===== src/rtl/mac_acc_seq.sv =====
// Job-level sequencer for one mac_acc_block: takes a command, drives the block's
// cfg/rst/en, streams product beats into it and returns results on a valid/ready stream.
module mac_acc_seq #(
  parameter int MAC_CONF_WIDTH = 3,
  parameter int MAC_MIN_WIDTH  = 8,
  parameter int MAC_ACC_WIDTH  = 4*MAC_MIN_WIDTH,
  parameter int LEN_WIDTH      = 16
) (
  input  logic                                  clk,
  input  logic                                  rst_n,
  input  logic                                  cmd_valid,
  output logic                                  cmd_ready,
  input  logic [1:0]                            cmd_mode,
  input  logic                                  cmd_acc,
  input  logic [LEN_WIDTH-1:0]                  cmd_len,
  input  logic [4*MAC_ACC_WIDTH-1:0]            cmd_init,
  input  logic                                  in_valid,
  output logic                                  in_ready,
  input  logic [4*MAC_ACC_WIDTH-1:0]            in_data,
  output logic [4*MAC_ACC_WIDTH+MAC_CONF_WIDTH-1:0] blk_cfg,
  output logic                                  blk_rst,
  output logic                                  blk_en,
  output logic [4*MAC_ACC_WIDTH-1:0]            blk_in,
  input  logic [4*MAC_ACC_WIDTH-1:0]            blk_out,
  output logic                                  res_valid,
  input  logic                                  res_ready,
  output logic [4*MAC_ACC_WIDTH-1:0]            res_data,
  output logic                                  busy
);

  localparam int DW = 4*MAC_ACC_WIDTH;
  localparam int CW = DW + MAC_CONF_WIDTH;

  typedef enum logic [2:0] {IDLE, LOAD, RUN, FLUSH, DONE} state_t;

  state_t               state_q, state_d;
  logic [CW-1:0]        cfg_q, cfg_d;
  logic [LEN_WIDTH-1:0] len_q, len_d;
  logic [LEN_WIDTH-1:0] cnt_q, cnt_d;
  logic                 pend_q, pend_d;
  logic                 res_valid_q, res_valid_d;
  logic [DW-1:0]        res_data_q, res_data_d;

  logic acc_mode;
  logic cnt_done;
  logic beat_fire;

  assign acc_mode  = cfg_q[2];
  assign cnt_done  = (cnt_q >= len_q);
  assign beat_fire = in_valid & in_ready;

  // Multiply-only mode admits one beat at a time so each product can be captured alone.
  always_comb begin
    in_ready = 1'b0;
    if (state_q == RUN) begin
      if (acc_mode) in_ready = ~cnt_done;
      else          in_ready = ~pend_q & ~res_valid_q & ~cnt_done;
    end
  end

  assign blk_en    = (state_q == RUN) & acc_mode & beat_fire;
  assign blk_rst   = ~rst_n | (state_q == LOAD);
  assign blk_cfg   = cfg_q;
  assign blk_in    = in_data;
  assign cmd_ready = (state_q == IDLE);
  assign busy      = (state_q != IDLE);
  assign res_valid = res_valid_q;
  assign res_data  = res_data_q;

  always_comb begin
    state_d     = state_q;
    cfg_d       = cfg_q;
    len_d       = len_q;
    cnt_d       = cnt_q;
    pend_d      = pend_q;
    res_valid_d = res_valid_q;
    res_data_d  = res_data_q;
    if (beat_fire && !cnt_done) cnt_d = cnt_q + 1'b1;
    case (state_q)
      IDLE: begin
        if (cmd_valid) begin
          cfg_d   = {cmd_init, cmd_acc, cmd_mode};
          len_d   = cmd_len;
          cnt_d   = '0;
          state_d = cmd_acc ? LOAD : RUN;
        end
      end
      LOAD: state_d = (len_q != '0) ? RUN : FLUSH;
      RUN: begin
        if (acc_mode) begin
          if (beat_fire && (cnt_d == len_q)) state_d = FLUSH;
        end else begin
          // The block's pass-through register holds the beat one edge after accept.
          if (beat_fire) pend_d = 1'b1;
          if (pend_q) begin
            res_data_d  = blk_out;
            res_valid_d = 1'b1;
            pend_d      = 1'b0;
          end
          if (res_valid_q && res_ready) res_valid_d = 1'b0;
          if (cnt_done && !pend_q && !res_valid_q) state_d = IDLE;
        end
      end
      FLUSH: begin
        res_data_d  = blk_out;
        res_valid_d = 1'b1;
        state_d     = DONE;
      end
      DONE: begin
        if (res_ready) begin
          res_valid_d = 1'b0;
          state_d     = IDLE;
        end
      end
      default: state_d = IDLE;
    endcase
  end

  always_ff @(posedge clk or negedge rst_n) begin
    if (!rst_n) begin
      state_q     <= IDLE;
      cfg_q       <= '0;
      len_q       <= '0;
      cnt_q       <= '0;
      pend_q      <= 1'b0;
      res_valid_q <= 1'b0;
      res_data_q  <= '0;
    end else begin
      state_q     <= state_d;
      cfg_q       <= cfg_d;
      len_q       <= len_d;
      cnt_q       <= cnt_d;
      pend_q      <= pend_d;
      res_valid_q <= res_valid_d;
      res_data_q  <= res_data_d;
    end
  end

endmodule


===== config.mk =====
export PLATFORM = sky130hd
export DESIGN_NAME = mac_acc_seq
export DESIGN_NICKNAME = d
export VERILOG_FILES = /design/src/rtl/mac_acc_seq.sv
export SDC_FILE = /design/constraint.sdc
export NUM_CORES = 1
export LEC_CHECK = 0
export ABC_AREA = 1
export CAP_MARGIN = 20
export CORE_AREA = 10 10 302 304
export DETAILED_ROUTE_END_ITERATION = 10
export DIE_AREA = 0 0 312 314
export PLACE_DENSITY = 0.47
export SYNTH_ARGS = -nofsm -noshare
export SYNTH_HDL_FRONTEND = slang
export SYNTH_SLANG_ARGS = --single-unit
export TNS_END_PERCENT = 50

===== constraint.sdc =====
create_clock -name clk -period 2.5 [get_ports clk]
set_input_delay 0.5 -clock clk [delete_from_list [all_inputs] [get_ports clk]]
set_output_delay 0.5 -clock clk [all_outputs]
set_load 0.02 [all_outputs]

* Word level (Yosys, flattened, before mapping)
Cells that the tools add are included.
** Word-level totals
- Register bits after elaboration :: 296
- Bits of input ports :: 408
- Output and inout bits :: 393
- Word-level logic and storage cells :: 73
** Cells by class
- Reduce and logical (&&, ||, !) cells :: 18
- Bitwise operators :: 11
- Multiplexer cells :: 23
- Order comparisons :: 1
- Eq/ne operators :: 12
- Add/subtract/negate cells :: 1
** Operator list (count)
- $mux 128 :: 2
- $pmux 128 s2 :: 1
- $mux 16 :: 3
- $add 16x1->16 const B :: 1
- $eq 16x16->1 :: 1
- $ge 16x16->1 :: 1
- $reduce_bool 16->1 :: 1
- $mux 3 :: 5
- $pmux 3 s5 :: 1
- $mux 1 :: 9
- $ne 3x2->1 const B :: 3
- $ne 2x2->1 const B :: 4
- $reduce_and 4->1 :: 2
- $eq 3x2->1 const B :: 2
- $reduce_bool 3->1 :: 2
- $and 1x1->1 :: 5
- $logic_and 1x1->1 :: 5
- $not 1->1 :: 5
- $reduce_and 2->1 :: 2
- $eq 3x1->1 const B :: 1
- $eq 3x3->1 const B :: 1
- $logic_not 1->1 :: 3
- $logic_not 3->1 :: 1
- $pmux 1 s3 :: 1
- 4 further kinds :: 4

* Longest topological paths before layout
- Depth in word-level cells :: 13
- Mapped depth :: 23
- Gate-level depth less buffers :: 23

* Worst setup path after synthesis
OpenSTA, ideal clock, no wires.
- Kind :: register to register
- Start point :: register len_q[13]
- End point :: register state_q[0]
- Data required time :: 2.431 ns
- Arrival time :: 2.138 ns
- Buffers on the path :: 1
- Cell stages (with the launch flop) :: 18
- Period minus slack after synthesis :: 2.207 ns
- Setup time :: 0.069 ns
- Path slack :: 0.293 ns
- Cells stage by stage :: dfrtp_1 inv_1 ha_1 nand2_1 inv_1 o21ai_1 nand2_1 a21oi_2 nand4_4 buf_6 or2_0 nand3_1 nand2_1 nor3_2 nand3_1 nand2_1 nand2_1 nor2_2
** On the way
- Longest elaborated chain between the ends :: 12
- Elaborated cells on any way between the ends :: 19
- Classes of those cells :: order compare (1); eq/ne (3); mux (5); bitwise (3); reduce/logical (7)
** Ends and longest elaborated chain
- from (decl) :: line 38 : logic [LEN_WIDTH-1:0] len_q, len_d;
- from (signal assigned) :: line 131 : len_q <= len_d;
- $ge 16x16->1 :: line 49 : assign cnt_done = (cnt_q >= len_q);
- $not 1->1 :: line 56, 57
- $and 1x1->1 :: line 57 : else in_ready = ~pend_q & ~res_valid_q & ~cnt_done;
- $mux 1 :: line 56 : if (acc_mode) in_ready = ~cnt_done;
- $mux 1 :: line 55 : if (state_q == RUN) begin
- $and 1x1->1 :: line 50 : assign beat_fire = in_valid & in_ready;
- $logic_and 1x1->1 :: line 78 : if (beat_fire && !cnt_done) cnt_d = cnt_q + 1'b1;
- $mux 16 :: line 78
- $eq 16x16->1 :: line 91 : if (beat_fire && (cnt_d == len_q)) state_d = FLUSH;
- $logic_and 1x1->1 :: line 91
- $ne 3x2->1 (no line)
- $reduce_and 4->1 (no line)
- to (signal assigned) :: line 129 : state_q <= state_d;
- to (decl) :: line 36 : state_t state_q, state_d;
Several ways; a longest one is shown, not always the timed one.
A chain may end at the register's enable or synchronous reset.

* Worst setup path after layout
- Start point :: register len_q[13]
- End point :: output port blk_en
** On the way
- Longest elaborated chain between the ends :: 7
** Ends and longest elaborated chain
- $ge 16x16->1 * :: line 49
- $not 1->1 * :: line 56, 57
- $and 1x1->1 :: line 57
- $mux 1 * :: line 56
- $mux 1 * :: line 55
- $and 1x1->1 * :: line 50
- $and 1x1->1 * :: line 61 : assign blk_en = (state_q == RUN) & acc_mode & beat_fire;
- to (decl) :: line 22 : output logic blk_en,
Mark *: on every way between the ends. The rest lies on a longest branch, timed or not.

==> impl_metrics.py <==
metrics = {
    "place": {
        "portBuffers": 544,
        "dp_hpwl_um": 42440,
        "dp_slack_ps": -187.5,
        "routabilityCongestion": 0.8153,
    },
    "power_and_ir_drop": {
        "powerDensity_mw_per_mm2": 1347,
        "max-vdd-ir-drop_mv": 0.6819,
        "p_leak_nw": 9.491,
    },
    "clock_network": {
        "ctsHtreeMaxLevel": 2,
        "cts.clk_slew.worst_paths_ps": 60,
        "numCtsBuffers": 39,
        "cts_tree": "yes",
        "cts_sinks": 296,
        "cts_max_path_buffers": 3,
        "clock_latency_ps": 550,
        "root_buffer": "clkbuf_16",
    },
    "critical_path": {
        "crit_slowest_cell": "dfrtp_1",
        "arrival_ps": 2160,
        "ff2ff_path_depth": 20,
        "path_cells": "inv_1 -> ha_1 -> nand2_1 -> inv_1 -> o21ai_2 -> nand2_1 -> a21oi_2 -> nand4_4 -> inv_2 -> nand2_2 -> inv_2 -> buf_6",
        "slowest_delay_ps": 340,
        "r2r_start": "len_q[13]",
        "reg2reg_setup_slack_ps": -30,
        "worstPathRequired_ps": 2000,
        "worst_r2r_endpoint": "state_q[0]",
        "critical_path_class": "reg2out",
        "cp_max_fo": 2,
        "endpoint_kind": "output pin",
        "start_kind": "flip-flop",
    },
    "yosys": {
        "synth_edf_count": 0,
        "synth_cells": 1348,
        "ys_warn_count": 0,
        "synth_compound_area_share_pct": 1.793,
        "muxShareOfSynthArea_pct": 10.87,
        "syn_area_per_cell_um2": 9.834,
        "synth_cell_types": 35,
        "synth-simple-area-share_pct": 18.43,
        "synthAdderAreaFrac_pct": 1.605,
        "synthesis.area_mm2": 0.01326,
        "async_reset_ff_share_pct": 100.0,
        "synth_top_family_by_area": "simple AND/OR/NAND/NOR gates",
        "ys_seq_area_share_pct": 55.88,
        "synth-xor-area-share_pct": 0.9250,
        "synth_top_area_share_pct": 55.88,
        "syn_nets": 1773,
        "synthTopCellsByArea": "dfrtp_1, nand2_1, mux2_2",
        "ys_dominant_reg_cell": "dfrtp_1",
        "yosysTopAreaCell": "dfrtp_1",
        "ys_ff_latch": 296,
    },
    "grt": {
        "grt_pass1_wl_um": 79700,
        "gr-total-overflow": 0,
        "grt_pass1_vias": 12180,
        "grt_max_degree": 135,
        "antenna_found_initial": 3,
        "grt.total_usage_pct": 10.54,
    },
    "sta": {
        "hold_slack_ps": 389.3,
        "maxSlewHeadroom_pct": 41.25,
        "hold_viol": 0,
        "worstMarginPinSlew_ps": 881.2,
        "skew_ps": 25.70,
        "max_freq_ghz": 0.3753,
        "maxSlewViolCount": 0,
        "period_share_pct": 106.6,
        "grt_setup_unrepaired": "true",
        "timing.final.ws_setup_ps": -164.3,
        "layout_min_cycle_time_ps": 2664,
        "setup_violations": 3,
    },
    "route": {
        "ant_nets": 0,
        "viasPerCell": 3.603,
        "wl_per_cell_um": 17.86,
        "drtPass1Iterations": 4,
        "drc": 0,
        "routed_wirelength_um": 54000,
        "num_vias": 10900,
        "drtIter0Drc": 468,
    },
    "hold_path": {
        "hold_path.class": "in2async",
    },
    "final_layout": {
        "fin_nets": 2278,
        "seq_area_mm2": 0.007407,
        "area_delta_synth_final_pct": 59.65,
        "nFillCells": 9167,
        "layout-drive-gt1-share_pct": 17.24,
        "multiInputGateArea_mm2": 0.004579,
    },
    "die": {
        "core_area_mm2": 0.08488,
        "ioPinCount": 801,
        "start_util_pct": 15.62,
        "chipWidth_um": 312,
        "dieArea_mm2": 0.09797,
        "die_h_um": 314,
        "std_cell_rows": 107,
    },
    "flow_run": {
        "cap_violations": 0,
    },
    "run_status": {
        "violations": "negative setup slack",
        "status": "complete, but fails checks",
    },
}
[layout make-up]
cell class / count / share of cell area [%]
Tap cell: 1144 / 6.763
Antenna cell: 1 / 0.01182
Clock inverter: 4 / 0.1655
Timing Repair Buffer: 641 / 29.70
Sequential cell: 296 / 35.00
Inverter: 59 / 1.070
Multi-Input combinational cell: 816 / 21.64
Clock buffer: 63 / 5.658
[state kept, by name (all words and copies together), names as in the netlist]
register   cells
pend_q         1
res_data     128
blk_cfg      131
cnt_q         16
len_q         16
state_q        3
res_valid      1
[worst max path at each step]
stage	depth (start not counted)	startpoint	to	slack (ps)
2_1_floorplan	17	len_q[13]	state_q[0]	290
3_3_place_gp	14	len_q[7]	blk_en	-180
3_5_place_dp	18	len_q[15]	state_q[0]	-190
4_1_cts	13	cnt_q[7]	blk_en	-250
5_1_grt	22	len_q[5]	state_q[0]	-330
6_report	12	len_q[13]	blk_en	-160
[cells in the final DEF (no fill, tap or decap), drive strengths merged, types with 11 or more instances in the layout]
| cell | n |
|---|---|
| nand2 | 524 |
| o21ai | 25 |
| inv | 60 |
| dfrtp | 296 |
| clkbuf | 63 |
| nor2 | 35 |
| mux2 | 128 |
| xor2 | 13 |
| nand4 | 11 |
| nand3 | 28 |
| buf | 99 |
| clkdlybuf4s50 | 539 |
| a21oi | 11 |
| ha | 17 |
[synthesized netlist by cell type, drive strengths merged (3+ instances only)]
cell type,count
nand2,524
dfrtp,296
buf,146
mux2,128
inv,59
nor2,35
clkbuf,31
nand3,28
o21ai,25
ha,17
xor2,13
a21oi,11
nand4,11
nor3,10
nor4,4
a31oi,3
[power breakdown]
part | internal, mW | switching [mW]
Sequential | 7.13 | 1.34
Clock | 3.26 | 2.16
Combinational | 6.96 | 7.66
Total | 17.3 | 11.2
[kinds of logic after synthesis]
logic type | count (synthesis)
and+or+nand+nor | 615
adders and majority gates | 17
AOI/OAI and AO/OA | 42
muxes | 128
DFF | 296
xor gates and xnor gates | 14
buffers and inverters | 236
[through the flow]
step           cells  TNS, ps  total power, mW  area [um^2]  util, %
4_1_cts         3022   -645.3            28.99        21080    24.83
2_1_floorplan   1348        0            15.60        13260        -
3_5_place_dp    2952   -512.5            23.18        19790    23.32
5_1_grt         3023   -898.5            30.44        21160    24.93
6_report        3024   -323.4            28.50        21160    24.93
3_3_place_gp    2952   -451.1            23.06        19790    23.32
[layer usage]
layer / GRT usage [%] / part of all wire, % / up-vias / routed length [um]
li1: - / - / 5171 / -
met3: 4.856 / 10 / 106 / 5417
met2: 18.87 / 51 / 410 / 27630
met1: 10.67 / 36 / 5207 / 19280
met4: 3.742 / 3.1 / 2 / 1664
met5: 0 / 0.013 / - / 7
[worst max-delay path, delay by kind of cell (launching register included)]
kind / cells / cell delay [ps]
AO/OA/AOI/OAI: 2 / 300
adder cells (fa/ha/maj): 1 / 310
buffers and inverters: 5 / 360
flip-flops: 1 / 340
AND/OR/NAND/NOR: 4 / 320
[repair_timing]
item / in CTS / in global routing
hold buffers: 1 / 0
setup endpoints to repair: 4 / 4
gates resized for setup: 23 / 18
pin swaps: 6 / 10
gates cloned: 0 / 0
setup buffers: 2 / 2
hold endpoints to repair: 14 / 0
Note: power is estimated with default switching activity, not from simulation.
